File: src/rtl/rv32i_io_pad_arbiter_if.sv
// Request/pad bundle between the GPIO pad requesters and the round-robin pad arbiter.
interface rv32i_io_pad_arbiter_if #(
  parameter int NREQ  = 3,
  parameter int WIDTH = 16
);
  localparam int GW = (NREQ > 1) ? $clog2(NREQ) : 1;

  logic [NREQ-1:0]       req;
  logic [NREQ*WIDTH-1:0] req_data;
  logic [NREQ-1:0]       ack;
  logic [WIDTH-1:0]      pad_out;
  logic [WIDTH-1:0]      pad_oeb;
  logic [GW-1:0]         grant_id;
  logic                  busy;

  modport master (output req, req_data, input ack, pad_out, pad_oeb, grant_id, busy);
  modport slave  (input req, req_data, output ack, pad_out, pad_oeb, grant_id, busy);
endinterface

File: src/rtl/rv32i_io_pad_arbiter.sv
// Round-robin owner of the user GPIO pad group: drive a granted word for HOLD cycles,
// then tri-state the pads for TURN cycles before the next grant.
module rv32i_io_pad_arbiter #(
  parameter int NREQ  = 3,
  parameter int WIDTH = 16,
  parameter int HOLD  = 4,
  parameter int TURN  = 1
) (
  input logic               clk,
  input logic               RN,
  rv32i_io_pad_arbiter_if.slave bus
);
  localparam int GW = (NREQ > 1) ? $clog2(NREQ) : 1;
  localparam int MX = (HOLD > TURN) ? HOLD : TURN;
  localparam int CW = $clog2(MX + 1);

  typedef enum logic [1:0] {S_IDLE, S_DRIVE, S_TURN} state_t;

  state_t           state, state_nxt;
  logic [CW-1:0]    hold_cnt, hold_nxt, turn_cnt, turn_nxt;
  logic [GW-1:0]    rr_ptr, rr_nxt, gid, gid_nxt, win;
  logic             found;
  logic [WIDTH-1:0] pout, pout_nxt;
  logic             oeb, oeb_nxt;
  logic [NREQ-1:0]  ack_r, ack_nxt;
  logic             busy_r, busy_nxt;

  // First set request scanning upward from rr_ptr, wrapping mod NREQ.
  always_comb begin
    found = 1'b0;
    win   = '0;
    for (int i = 0; i < NREQ; i++) begin
      if (!found && bus.req[GW'((int'(rr_ptr) + i) % NREQ)]) begin
        found = 1'b1;
        win   = GW'((int'(rr_ptr) + i) % NREQ);
      end
    end
  end

  always_comb begin
    state_nxt = state;
    hold_nxt  = hold_cnt;
    turn_nxt  = turn_cnt;
    rr_nxt    = rr_ptr;
    gid_nxt   = gid;
    pout_nxt  = pout;
    oeb_nxt   = oeb;
    ack_nxt   = '0;
    case (state)
      S_IDLE: if (found) begin
        gid_nxt   = win;
        pout_nxt  = bus.req_data[int'(win)*WIDTH +: WIDTH];
        oeb_nxt   = 1'b0;
        hold_nxt  = CW'(HOLD - 1);
        state_nxt = S_DRIVE;
        if (HOLD == 1) ack_nxt[win] = 1'b1;
      end
      S_DRIVE: begin
        if (hold_cnt == '0) begin
          oeb_nxt   = 1'b1;
          rr_nxt    = (gid == GW'(NREQ - 1)) ? '0 : gid + 1'b1;
          turn_nxt  = CW'(TURN - 1);
          state_nxt = S_TURN;
        end else begin
          hold_nxt = hold_cnt - 1'b1;
          // ack is registered, so raise it one cycle ahead of the last drive cycle
          if (hold_cnt == CW'(1)) ack_nxt[gid] = 1'b1;
        end
      end
      S_TURN: begin
        if (turn_cnt == '0) state_nxt = S_IDLE;
        else                turn_nxt  = turn_cnt - 1'b1;
      end
      default: state_nxt = S_IDLE;
    endcase
    busy_nxt = (state_nxt != S_IDLE);
  end

  always_ff @(posedge clk or posedge RN) begin
    if (RN) begin
      state    <= S_IDLE;
      hold_cnt <= '0;
      turn_cnt <= '0;
      rr_ptr   <= '0;
      gid      <= '0;
      pout     <= '0;
      oeb      <= 1'b1;
      ack_r    <= '0;
      busy_r   <= 1'b0;
    end else begin
      state    <= state_nxt;
      hold_cnt <= hold_nxt;
      turn_cnt <= turn_nxt;
      rr_ptr   <= rr_nxt;
      gid      <= gid_nxt;
      pout     <= pout_nxt;
      oeb      <= oeb_nxt;
      ack_r    <= ack_nxt;
      busy_r   <= busy_nxt;
    end
  end

  // A single enable bit fanned out keeps the pad group all-driven or all-released.
  assign bus.pad_oeb  = {WIDTH{oeb}};
  assign bus.pad_out  = pout;
  assign bus.grant_id = gid;
  assign bus.ack      = ack_r;
  assign bus.busy     = busy_r;
endmodule

File: src/flat_wrapper.sv
// flat-port wrapper written by rule: the top's interface ports become plain ports
module rv32i_io_pad_arbiter_flat 
#(
  parameter int NREQ  = 3,
  parameter int WIDTH = 16,
  parameter int HOLD  = 4,
  parameter int TURN  = 1
)
  (clk, RN, bus_req, bus_req_data, bus_ack, bus_pad_out, bus_pad_oeb, bus_grant_id, bus_busy);
  rv32i_io_pad_arbiter_if #(.NREQ(NREQ), .WIDTH(WIDTH)) bus_i ();
  input logic clk;
  input logic RN;
  input wire logic [$bits(bus_i.req)-1:0] bus_req;
  input wire logic [$bits(bus_i.req_data)-1:0] bus_req_data;
  output wire logic [$bits(bus_i.ack)-1:0] bus_ack;
  output wire logic [$bits(bus_i.pad_out)-1:0] bus_pad_out;
  output wire logic [$bits(bus_i.pad_oeb)-1:0] bus_pad_oeb;
  output wire logic [$bits(bus_i.grant_id)-1:0] bus_grant_id;
  output wire logic [$bits(bus_i.busy)-1:0] bus_busy;
  assign bus_i.req = bus_req;
  assign bus_i.req_data = bus_req_data;
  assign bus_ack = bus_i.ack;
  assign bus_pad_out = bus_i.pad_out;
  assign bus_pad_oeb = bus_i.pad_oeb;
  assign bus_grant_id = bus_i.grant_id;
  assign bus_busy = bus_i.busy;
  rv32i_io_pad_arbiter #(.NREQ(NREQ), .WIDTH(WIDTH), .HOLD(HOLD), .TURN(TURN)) u_core (.clk(clk), .RN(RN), .bus(bus_i));
endmodule
File: config.mk
export PLATFORM = sky130hd
export DESIGN_NAME = rv32i_io_pad_arbiter_flat
export DESIGN_NICKNAME = d
export VERILOG_FILES = /design/src/rtl/rv32i_io_pad_arbiter_if.sv /design/src/rtl/rv32i_io_pad_arbiter.sv /design/src/flat_wrapper.sv
export SDC_FILE = /design/constraint.sdc
export NUM_CORES = 1
export LEC_CHECK = 0
export CELL_PAD_IN_SITES_DETAIL_PLACEMENT = 1
export CELL_PAD_IN_SITES_GLOBAL_PLACEMENT = 1
export CORE_MARGIN = 2
export CORE_UTILIZATION = 35
export CTS_BUF_LIST = sky130_fd_sc_hd__clkbuf_4 sky130_fd_sc_hd__clkbuf_8
export DETAILED_ROUTE_END_ITERATION = 16
export MAX_ROUTING_LAYER = met4
export PLACE_DENSITY_LB_ADDON = 0.1
export SLEW_MARGIN = 20
export SYNTH_ARGS = -nofsm -noshare
export SYNTH_HDL_FRONTEND = slang
export SYNTH_SLANG_ARGS = --single-unit
File: constraint.sdc
create_clock -name clk -period 7.5 [get_ports clk]
set_input_delay 1.5 -clock clk [delete_from_list [all_inputs] [get_ports clk]]
set_output_delay 1.5 -clock clk [all_outputs]
set_load 0.03 [all_outputs]
Word-level counts from Yosys, hierarchy flattened --
Index checks and enable logic that the tools add are counted.
Storage, ports and cells: bits in registers 33, input port bits 53
Operators by class: $add $sub $neg 5, div/mod/pow operators 3, order comparisons 5, eq/ne operators 8, shifts and indexed selects 1, muxes and demuxes 34, reduce and logical (&&, ||, !) cells 16
Operator list (count):
- $mod A32 B3 Y32 const B | 2
- $shiftx A48 B7 Y16 | 1
- $mod A3 B3 Y32 const B | 1
- $mux W3 | 7
- $mux W2 | 7
- $lt A2 B4 Y1 const B | 3
- $mux W1 | 12
- $pmux W3 S2 | 2
- $reduce_and A3 Y1 | 3
- $bmux W1 S2 | 3
- $logic_not A3 Y1 | 2
- $pmux W2 S3 | 1
- $reduce_bool A2 Y1 | 3
- $sub A3 B1 Y3 const B | 2
- $eq A2 B2 Y1 const B | 2
- $ne A2 B1 Y1 const B | 2
- $ne A2 B2 Y1 const B | 2
- $reduce_and A2 Y1 | 2
- $add A2 B1 Y3 const B | 1
- $add A2 B2 Y3 const B | 1
- $eq A3 B1 Y1 const B | 1
- $logic_and A1 B1 Y1 | 3
- $lt A2 B3 Y1 const B | 1
- $add A2 B1 Y2 const B | 1
- 6 further kinds | 7

Longest topological paths before layout --
Gate-level depths: netlist of the first run.
word-level depth 14, gate-level depth with buffers 10

Worst setup path before layout of the first run --
Ideal clock, no wire load.
path type input to register, from input port bus_req[1], to register u_core.pout[10] (netlist: u_core.bus.pad_out[10]), arrival 3.141 ns, data required time 7.374 ns, slack 4.233 ns, cell stages on the path 7, buffers on the path 1, cells stage by stage mux2i_2 nor2_2 nor3_1 a2bb2oi_4 buf_6 mux2_1 a221o_1
On the way: longest elaborated chain between the ends 11
Ends and longest elaborated chain:
- start, declared | RTL line flat_wrapper.sv:13 | input wire logic [$bits(bus_i.req)-1:0] bus_req;
- $bmux W1 S2 | RTL line rv32i_io_pad_arbiter.sv:33 | if (!found && bus.req[GW'((int'(rr_ptr) + i) % NREQ)]) begin
- $mux W1 (not written as such) (2 in series) | RTL line rv32i_io_pad_arbiter.sv:33
- $mux W1 | RTL line rv32i_io_pad_arbiter.sv:33
- $logic_not A1 Y1 | RTL line rv32i_io_pad_arbiter.sv:33
- $logic_and A1 B1 Y1 | RTL line rv32i_io_pad_arbiter.sv:33
- $mux W1 | RTL line rv32i_io_pad_arbiter.sv:33
- $logic_not A1 Y1 | RTL line rv32i_io_pad_arbiter.sv:33
- $logic_and A1 B1 Y1 | RTL line rv32i_io_pad_arbiter.sv:33
- $mux W2 or $mux W1 (tied branches) | RTL line rv32i_io_pad_arbiter.sv:33
- $shiftx A48 B7 Y16 or $reduce_and A2 Y1 (tied branches)
- end signal, assigned | RTL line rv32i_io_pad_arbiter.sv:96 | pout <= pout_nxt;
- end, declared | RTL line rv32i_io_pad_arbiter.sv:23 | logic [WIDTH-1:0] pout, pout_nxt;
Parallel ways exist; a longest one is shown, timed or not. The select of a mux whose other input is x is not followed. A chain may end at the register's enable or synchronous reset.

Worst setup path after layout of the first run --
from input port bus_req[0], to register u_core.pout[1] (netlist: u_core.bus.pad_out[1])
The elaborated chain is that of the path after synthesis.

==> results.txt, run 1 <==
vias in the first global route -> 1,687
Yosys top cell area share -> 39.3%
Leak -> 1.23 nW
Reg clk slew, reported paths -> 70 ps
#FFs+latches synth -> 33
dpl cells -> 324
RSZ-0062 raised after global routing -> no
die height -> 80.3 um
clk root buf -> clkbuf_8
TritonCTS clock tree -> done
hold_ws -> 508 ps
die width -> 80.3 um
final max-slew violation count -> 0
Least-Margin Pin Slew -> 797 ps
GR peak layer -> met2
M3 GR Usage -> 4.83%
CORE AREA -> 5570 um2
CP startpoint kind -> input port
number of synthesized flops with an enable pin -> 0
largest net degree at the start of global routing -> 34
Filler cells -> 613
PortBufs -> 90
Post-synth top cells -> 32 x dfrtp_1, 16 x a221o_1, 16 x buf_4
# DRC -> 0
CP Capture Type -> flop
# IOs -> 91
layout cell share with drive strength beyond 1 -> 10.4%
Hold Crit Class -> flop to flop
Syn-to-layout area delta -> 44.5%
via count -> 1,632
drt pass-1 iters -> 6
clk_lat worst skew -> 290 ps
antenna-violating nets left -> 0
Mapped Area -> 2040 um2
Fin. Hold Viols -> 0
initial core utilization -> 36.6%
nets -> 321
CP Data Arrival Time -> 3920 ps
initial antenna violation count -> 0
max-cap violation count -> 0
CTS Hold Bufs -> 0
synthesized area per cell -> 11.1 um2
final worst-path cycle share -> 50.1%
Worst EP required -> 7670 ps
met2 GRT Util -> 27.2%
Cell Pwr Density -> 418 nW/um2
grt total ovfl -> 0
Clock Skews -> 5.48 ps
GPL Wtd Cong -> 0.811
Synth async-reset ratio -> 100%
sequential element share of the synthesized area -> 40.6%
setup bufs post-CTS -> 0
final wirelength -> 5020 um
# setup viols final -> 0
total negative slack -> 0 ps
FMAX -> 266 MHz
# rows -> 27
overall routing resource usage -> 17.0%
Finished Core Util -> 52.9%
Synth Net Count -> 245
Synth area leaders -> dfrtp_1 39%, a221o_1 7.9%, buf_4 5.9%
Most used DFF post-synth -> dfrtp_1
Peak VDD IR -> 0.192 mV
Ant. Diodes -> 0
Die ar. -> 6450 um2
Post-CTS Resized -> 0
Netlist cell types -> 39
drt via density -> 4.92
status -> finished, final reports clean
Rel. slew slack -> 46.9%
CTS Buf Count -> 5
synth warn -> 0
most frequent cell after synthesis -> dfrtp_1
global-route wire length before repair -> 8200 um
Post-Layout Cell Count -> 332
CTS sink count -> 33
WL/cell -> 15.1 um
Setup CP Type -> input port to flop
hpwl dp -> 3790 um
Tmin final -> 3760 ps
met1 Usage GRT -> 21.2%
worst-path maximum fanout -> 17
H-Tree Depth -> 2
area leader, netlist -> dfrtp_1
post-synthesis cell count -> 183
CTS max path bufs -> 2
Iteration-0 DRC Markers -> 60
kinds of logic after synthesis:
| kind of cell | after synthesis | synth area share [%] |
|---|---|---|
| AO/OA/AOI/OAI | 30 | 13.4 |
| AND/OR/NAND/NOR | 55 | 16.7 |
| buffers and inverters | 33 | 11.4 |
| adder cells (fa/ha/maj) | 9 | 5.52 |
| XOR/XNOR | 1 | 0.430 |
| flip-flops | 33 | 40.6 |
| multiplexers | 22 | 12.0 |
critical path: stages:
cell	delay, ps
clkdlybuf4s50_1	480
mux2i_2	290
nor2_2	110
nor3_1	340
a2bb2oi_4	490
mux2_2	410
a221o_1	300
flip-flops by register name, summed over array words and instances, names as in the netlist:
name / count
u_core.bus.ack: 3
u_core.bus.busy: 1
u_core.bus.grant_id: 2
u_core.bus.pad_out: 16
u_core.hold_cnt: 3
u_core.oeb: 1
u_core.rr_ptr: 2
u_core.state: 2
u_core.turn_cnt: 3
metal layers:
metal  share of wire [%]  wire length (um)  up-vias
li1                    -                 -      786
met1                  45              2280      791
met2                  48              2400       49
met3                 5.8               291        6
met4                0.96                48        0
met5                   0                 0        -
path summary, 6_finish.rpt:
path / from / end / slack [ps] / cells after the start
min in group asynchronous: RN / u_core.bus.pad_out[10] / 1600 / 3
setup / recovery: bus_req[0] / u_core.bus.pad_out[1] / 3740 / 7
max in group asynchronous: RN / u_core.oeb / 5570 / 3
hold / removal: u_core.hold_cnt[0] / u_core.hold_cnt[0] / 510 / 1
setup reg to reg: u_core.rr_ptr[1] / u_core.bus.pad_out[1] / 4630 / 8
hold reg to reg: u_core.hold_cnt[0] / u_core.hold_cnt[0] / 510 / 1
cell usage in the layout, fill, tap and decap left out, types with 2 or more instances in the layout:
cell type,count
mux2_1,9
clkdlybuf4s50_1,90
clkbuf_8,7
mux2_2,8
nor3_1,3
nor3b_1,2
mux2i_1,4
dfrtp_1,32
a221o_1,16
o21ai_0,5
nor2_1,7
inv_1,11
or3_1,3
nand3b_1,5
o21a_1,2
and2_1,15
nand2b_1,2
nand2_1,9
ha_1,9
through the flow:
step / power, mW / area, um2 / setup slack [ps]
6_report: 1.23 / 2950 / 3740
5_1_grt: 1.32 / 2950 / 3580
4_1_cts: 1.25 / 2950 / 3680
3_5_place_dp: 1.09 / 2850 / 3420
3_3_place_gp: 1.08 / 2850 / 3440
2_1_floorplan: 0.893 / 2040 / 4230
where the power goes:
group / internal [mW] / switching, mW
clock network: 0.0830 / 0.0674
registers: 0.254 / 0.0542
logic: 0.356 / 0.417
total: 0.694 / 0.538
layout make-up:
cell class / instances / area [um2] / area share, %
Tap cell: 72 / 90.1 / 3.06
Clock buffer: 7 / 96.3 / 3.27
Sequential cell: 33 / 827 / 28.1
Multi-Input combinational cell: 117 / 980 / 33.2
Inverter: 11 / 41.3 / 1.40
Timing Repair Buffer: 91 / 908 / 30.8
Clock inverter: 1 / 5.00 / 0.170
Note: power is estimated with default switching activity, not from simulation.
==> run 2: changes to the inputs <==
- CORE_UTILIZATION: 35 -> 32
- clock period: 7.5 -> 3.65 ns (I/O delays scaled with it)
==> run 2 against run 1 <==
Core utilization down 4.9 points. Clock skew is 1.5 ps lower. Critical path type unchanged. Highest routed layer unchanged. Cell area is 1.6% higher. Combinational power is 110% higher. Flip-flop and latch count stayed put.
==> results.txt, run 2 (synthesis gave the netlist of run 1 again) <==
status -> finished, final reports clean
Clock Skews -> 4.01 ps
Cell Pwr Density -> 878 nW/um2
CTS Hold Bufs -> 0
GPL Wtd Cong -> 0.763
Fin. Hold Viols -> 0
reg2reg setup slack -> 870 ps
Tmin final -> 2880 ps
Worst Hold Depth -> 1
via count -> 1,646
Post-CTS Resized -> 0
worst reg-to-reg path cell count -> 9
Leak -> 1.25 nW
fin area -> 3000 um2
Ant. Diodes -> 0
hold endpoint -> u_core.hold_cnt[0]
setup bufs post-CTS -> 0
worst-path maximum fanout -> 17
vias in the first global route -> 1,846
M3 GR Usage -> 3.66%
Filler cells -> 679
Die ar. -> 7030 um2
clk_lat worst skew -> 290 ps
PortBufs -> 90
CP Capture Type -> flop
Post-Layout Cell Count -> 340
met1 Usage GRT -> 19.1%
# rows -> 29
TritonCTS clock tree -> done
# setup viols final -> 0
CORE AREA -> 6240 um2
max-cap violation count -> 0
initial core utilization -> 32.7%
CTS sink count -> 33
Peak VDD IR -> 0.491 mV
Hold Crit Class -> flop to flop
Syn-to-layout area delta -> 46.9%
initial antenna violation count -> 0
Reg clk slew, reported paths -> 70 ps
Iteration-0 DRC Markers -> 49
largest net degree at the start of global routing -> 34
CP Data Arrival Time -> 3050 ps
most frequent cells in the layout -> 90 x clkdlybuf4s50_1, 32 x dfrtp_1, 16 x a221o_1
die width -> 83.8 um
met2 GRT Util -> 28.8%
grt total ovfl -> 0
global-route wire length before repair -> 8900 um
WL/cell -> 15.8 um
Reg2Reg Capture Point -> u_core.bus.pad_out[0]
final worst-path cycle share -> 78.8%
antenna-violating nets left -> 0
hold path startpoint -> u_core.hold_cnt[0]
drt via density -> 4.84
CTS max path bufs -> 2
R2R Path Start -> u_core.rr_ptr[1]
total negative slack -> 0 ps
GR peak layer -> met2
pre-CTS WS -> 454 ps
overall routing resource usage -> 16.5%
hpwl dp -> 4050 um
final max-slew violation count -> 0
Rel. slew slack -> 48.8%
Largest register FFs -> 16
# DRC -> 0
Least-Margin Pin Slew -> 768 ps
dpl cells -> 332
FMAX -> 348 MHz
CP startpoint kind -> input port
Setup CP Type -> input port to flop
DP Area -> 2880 um2
drt pass-1 iters -> 3
final wirelength -> 5380 um
CTS Buf Count -> 5
nets -> 324
layout cell share with drive strength beyond 1 -> 11.4%
H-Tree Depth -> 2
die height -> 83.8 um
RSZ-0062 raised after global routing -> no
final worst slack -> 774 ps
clk root buf -> clkbuf_8
# IOs -> 91
commonest non-fill, non-tap cell in the layout -> clkdlybuf4s50_1
Worst EP required -> 3820 ps
==> run 2: cell count changes in the layout (fill, tap and decap cells not counted) <==
cell,previous run,this run
clkbuf_4,0,1
buf_4,1,4
bufinv_16,0,1
clkinv_2,1,0
clkbuf_8,7,6
==> run 2: cell type report <==
type / instances / area (um2) / area share, %
multi-input combinational: 117 / 980 / 32.7
clock buffer: 7 / 90.1 / 3.01
tap: 77 / 96.3 / 3.22
timing repair buffer: 94 / 931 / 31.1
clock inverter: 1 / 30.0 / 1.00
sequential: 33 / 827 / 27.6
inverter: 11 / 41.3 / 1.38
==> run 2: how the worst max path moves through the flow <==
| stage | start | depth (start not counted) | end | slack [ps] |
|---|---|---|---|---|
| 6_report | bus_req[1] | 8 | u_core.bus.pad_out[0] | 770 |
| 2_1_floorplan | u_core.rr_ptr[1] | 9 | u_core.bus.pad_out[10] | 1110 |
| 4_1_cts | bus_req[1] | 8 | u_core.bus.pad_out[0] | 760 |
| 3_5_place_dp | bus_req[1] | 8 | u_core.bus.pad_out[0] | 450 |
| 5_1_grt | bus_req[0] | 8 | u_core.bus.pad_out[10] | 660 |
| 3_3_place_gp | bus_req[1] | 8 | u_core.bus.pad_out[15] | 500 |
==> run 2: worst max-delay path, stage by stage <==
cell and delay, ps:
clkdlybuf4s50_1 480, mux2i_2 290, nor2_2 110, nor3_1 330, a2bb2oi_4 150, buf_4 260
mux2_2 380, a221o_1 300
==> run 2: power breakdown <==
part           switching [mW]  internal [mW]  leakage, nW  total (mW)
Sequential              0.110          0.523        0.412       0.633
Combinational           0.869          0.759        0.777        1.63
Clock                   0.138          0.230       0.0619       0.368
Total                    1.12           1.51         1.25        2.63
==> run 2: metal layers <==
| metal | up-vias | part of all wire (%) |
|---|---|---|
| met5 | - | 0 |
| met4 | 0 | 1.3 |
| met3 | 5 | 5.5 |
| met2 | 62 | 50 |
| met1 | 793 | 43 |
| li1 | 786 | - |
==> run 2: stage by stage <==
| stage | hold slack, ps | util, % | power, mW |
|---|---|---|---|
| 4_1_cts | 530 | 48.0 | 2.67 |
| 6_report | 527 | 48.0 | 2.63 |
| 2_1_floorplan | 474 | - | 1.84 |
| 3_5_place_dp | 517 | 46.1 | 2.29 |
| 5_1_grt | 544 | 48.0 | 2.80 |
| 3_3_place_gp | 494 | 46.1 | 2.26 |
==> run 3: changes to the inputs <==
- CORE_UTILIZATION: 32 -> 29
- clock period: 3.65 -> 2.38 ns (I/O delays scaled with it)
==> run 3 against run 2 <==
Clock skew grew 4.6 ps. Worst setup slack lost 770 ps. Largest cell class is now non-clock buffers. Highest routed layer unchanged. Sequential power grew 54%.
==> results.txt, run 3 (synthesis gave the netlist of run 1 again) <==
status -> finished, final reports clean
Clock Skews -> 8.61 ps
largest net degree at the start of global routing -> 34
Rel. slew slack -> 71.9%
Least-Margin Pin Slew -> 422 ps
total negative slack -> 0 ps
Fin. Hold Viols -> 0
Worst EP required -> 2540 ps
most frequent cells in the layout -> 87 x clkdlybuf4s50_1, 31 x dfrtp_1, 18 x buf_4
R2R Path Start -> u_core.rr_ptr[1]
CP Data Arrival Time -> 2530 ps
initial antenna violation count -> 0
Ant. Diodes -> 0
commonest non-fill, non-tap cell in the layout -> clkdlybuf4s50_1
layout cell share with drive strength beyond 1 -> 20.6%
Die ar. -> 7720 um2
fin area -> 3260 um2
drt via density -> 4.56
hpwl dp -> 4030 um
hold path startpoint -> u_core.hold_cnt[0]
DP Area -> 3040 um2
initial core utilization -> 30.0%
die height -> 87.9 um
worst-path maximum fanout -> 12
area used by multi-input combinational logic -> 1060 um2
CTS sink count -> 33
grt total ovfl -> 0
CTS Hold Bufs -> 0
via count -> 1,723
worst reg-to-reg path cell count -> 9
max-cap violation count -> 0
Filler cells -> 747
# setup viols final -> 0
clk root buf -> clkbuf_8
most used cell, CP -> buf_4
final wirelength -> 5520 um
critical path cell sequence -> buf_4, ha_4, buf_4, nor3b_4, mux2i_2, a2bb2oi_4, buf_12, mux2_2, a221o_1
CTS Buf Count -> 5
Critical Path Max Stage Delay -> 390 ps
# rows -> 30
# DRC -> 0
Tmin final -> 2370 ps
overall routing resource usage -> 15.4%
hold endpoint -> u_core.hold_cnt[0]
CTS max path bufs -> 2
vias in the first global route -> 1,791
Worst Hold Depth -> 1
Leak -> 1.35 nW
die width -> 87.9 um
Cell Pwr Density -> 1310 nW/um2
final max-slew violation count -> 0
H-Tree Depth -> 2
Peak VDD IR -> 0.405 mV
Reg clk slew, reported paths -> 70 ps
WP buf/inv -> 3
clk_lat worst skew -> 280 ps
final worst-path cycle share -> 99.7%
nets -> 343
Iteration-0 DRC Markers -> 50
CORE AREA -> 6790 um2
Slowest cell on crit path -> dfrtp_1
Largest register FFs -> 16
Hold Crit Class -> flop to flop
FMAX -> 421 MHz
CP startpoint kind -> flop
PortBufs -> 90
Setup CP Type -> flop to flop
antenna-violating nets left -> 0
RSZ-0062 raised after global routing -> yes
Reg2Reg Capture Point -> u_core.bus.pad_out[15]
# IOs -> 91
register cell area after layout -> 828 um2
global-route wire length before repair -> 8730 um
Syn-to-layout area delta -> 59.8%
CP Capture Type -> flop
TritonCTS clock tree -> done
GPL Wtd Cong -> 0.757
Crit path max-delay family -> compound AO/OA/AOI/OAI gates
drt pass-1 iters -> 4
WL/cell -> 14.6 um
reg2reg setup slack -> 6 ps
==> run 3: changes by cell type in the layout (fill, tap and decap cells not counted), sizes merged <==
cell / previous run / this run
bufinv: 1 / 0
buf: 4 / 23
clkinv: 0 / 1
clkdlybuf4s50: 90 / 87
dlygate4sd2: 0 / 3
==> run 3: worst register-to-register path: cells and delay by family (launching register included) <==
kind | cells | cell delay (ps)
adder cells (fa/ha/maj) | 1 | 170
flip-flops | 1 | 390
buffers and inverters | 3 | 480
multiplexers | 2 | 470
AO/OA/AOI/OAI | 2 | 510
AND/OR/NAND/NOR | 1 | 230
==> run 3: worst max-delay path by stage <==
stage / start / endpoint / depth (start not counted)
finish: u_core.rr_ptr[1] / u_core.bus.pad_out[15] / 9
CTS: u_core.rr_ptr[1] / u_core.bus.pad_out[15] / 10
floorplan: u_core.rr_ptr[1] / u_core.bus.pad_out[10] / 9
global route: u_core.rr_ptr[1] / u_core.bus.pad_out[6] / 9
detailed placement: bus_req[2] / u_core.bus.pad_out[9] / 8
global placement: bus_req[2] / u_core.bus.pad_out[6] / 8
==> run 3: per-stage QoR <==
stage          hold slack (ps)  setup slack (ps)  power (mW)  std cells  utilization (%)
6_report                   511              6.27        4.27        378             48.0
3_5_place_dp               503              -432        3.72        366             44.8
5_1_grt                    560             -78.4        4.58        378             48.0
2_1_floorplan              474              9.24        2.82        183                -
3_3_place_gp               493              -375        3.69        366             44.8
4_1_cts                    512             -5.86        4.26        375             47.0
==> run 3: where the power goes <==
part / switching, mW / total, mW / internal (mW) / leakage, nW
Sequential: 0.173 / 0.977 / 0.803 / 0.411
Clock: 0.205 / 0.433 / 0.228 / 0.0491
Combinational: 1.42 / 2.86 / 1.44 / 0.892
Total: 1.80 / 4.27 / 2.48 / 1.35
==> run 3: area by class of cell <==
| cell class | instances | share of cell area (%) |
|---|---|---|
| Timing Repair Buffer | 113 | 34.2 |
| Multi-Input combinational cell | 117 | 32.7 |
| Clock inverter | 1 | 0.154 |
| Sequential cell | 33 | 25.4 |
| Tap cell | 96 | 3.69 |
| Clock buffer | 7 | 2.57 |
| Inverter | 11 | 1.27 |
==> run 3: routing by layer <==
metal  routed length (um)  vias up  global-route usage (%)
met1                 2540      814                    19.0
met2                 2550       69                    24.7
met3                  386        7                    4.81
met4                   49        0                    3.36
met5                    0        -                       -
li1                     -      833                       -
==> run 3: what timing repair did <==
action                                  in CTS  in global routing
buffers inserted                             2                  3
pin swaps                                    4                  4
resized for setup                           16                  7
endpoints found under the setup margin      16                 16
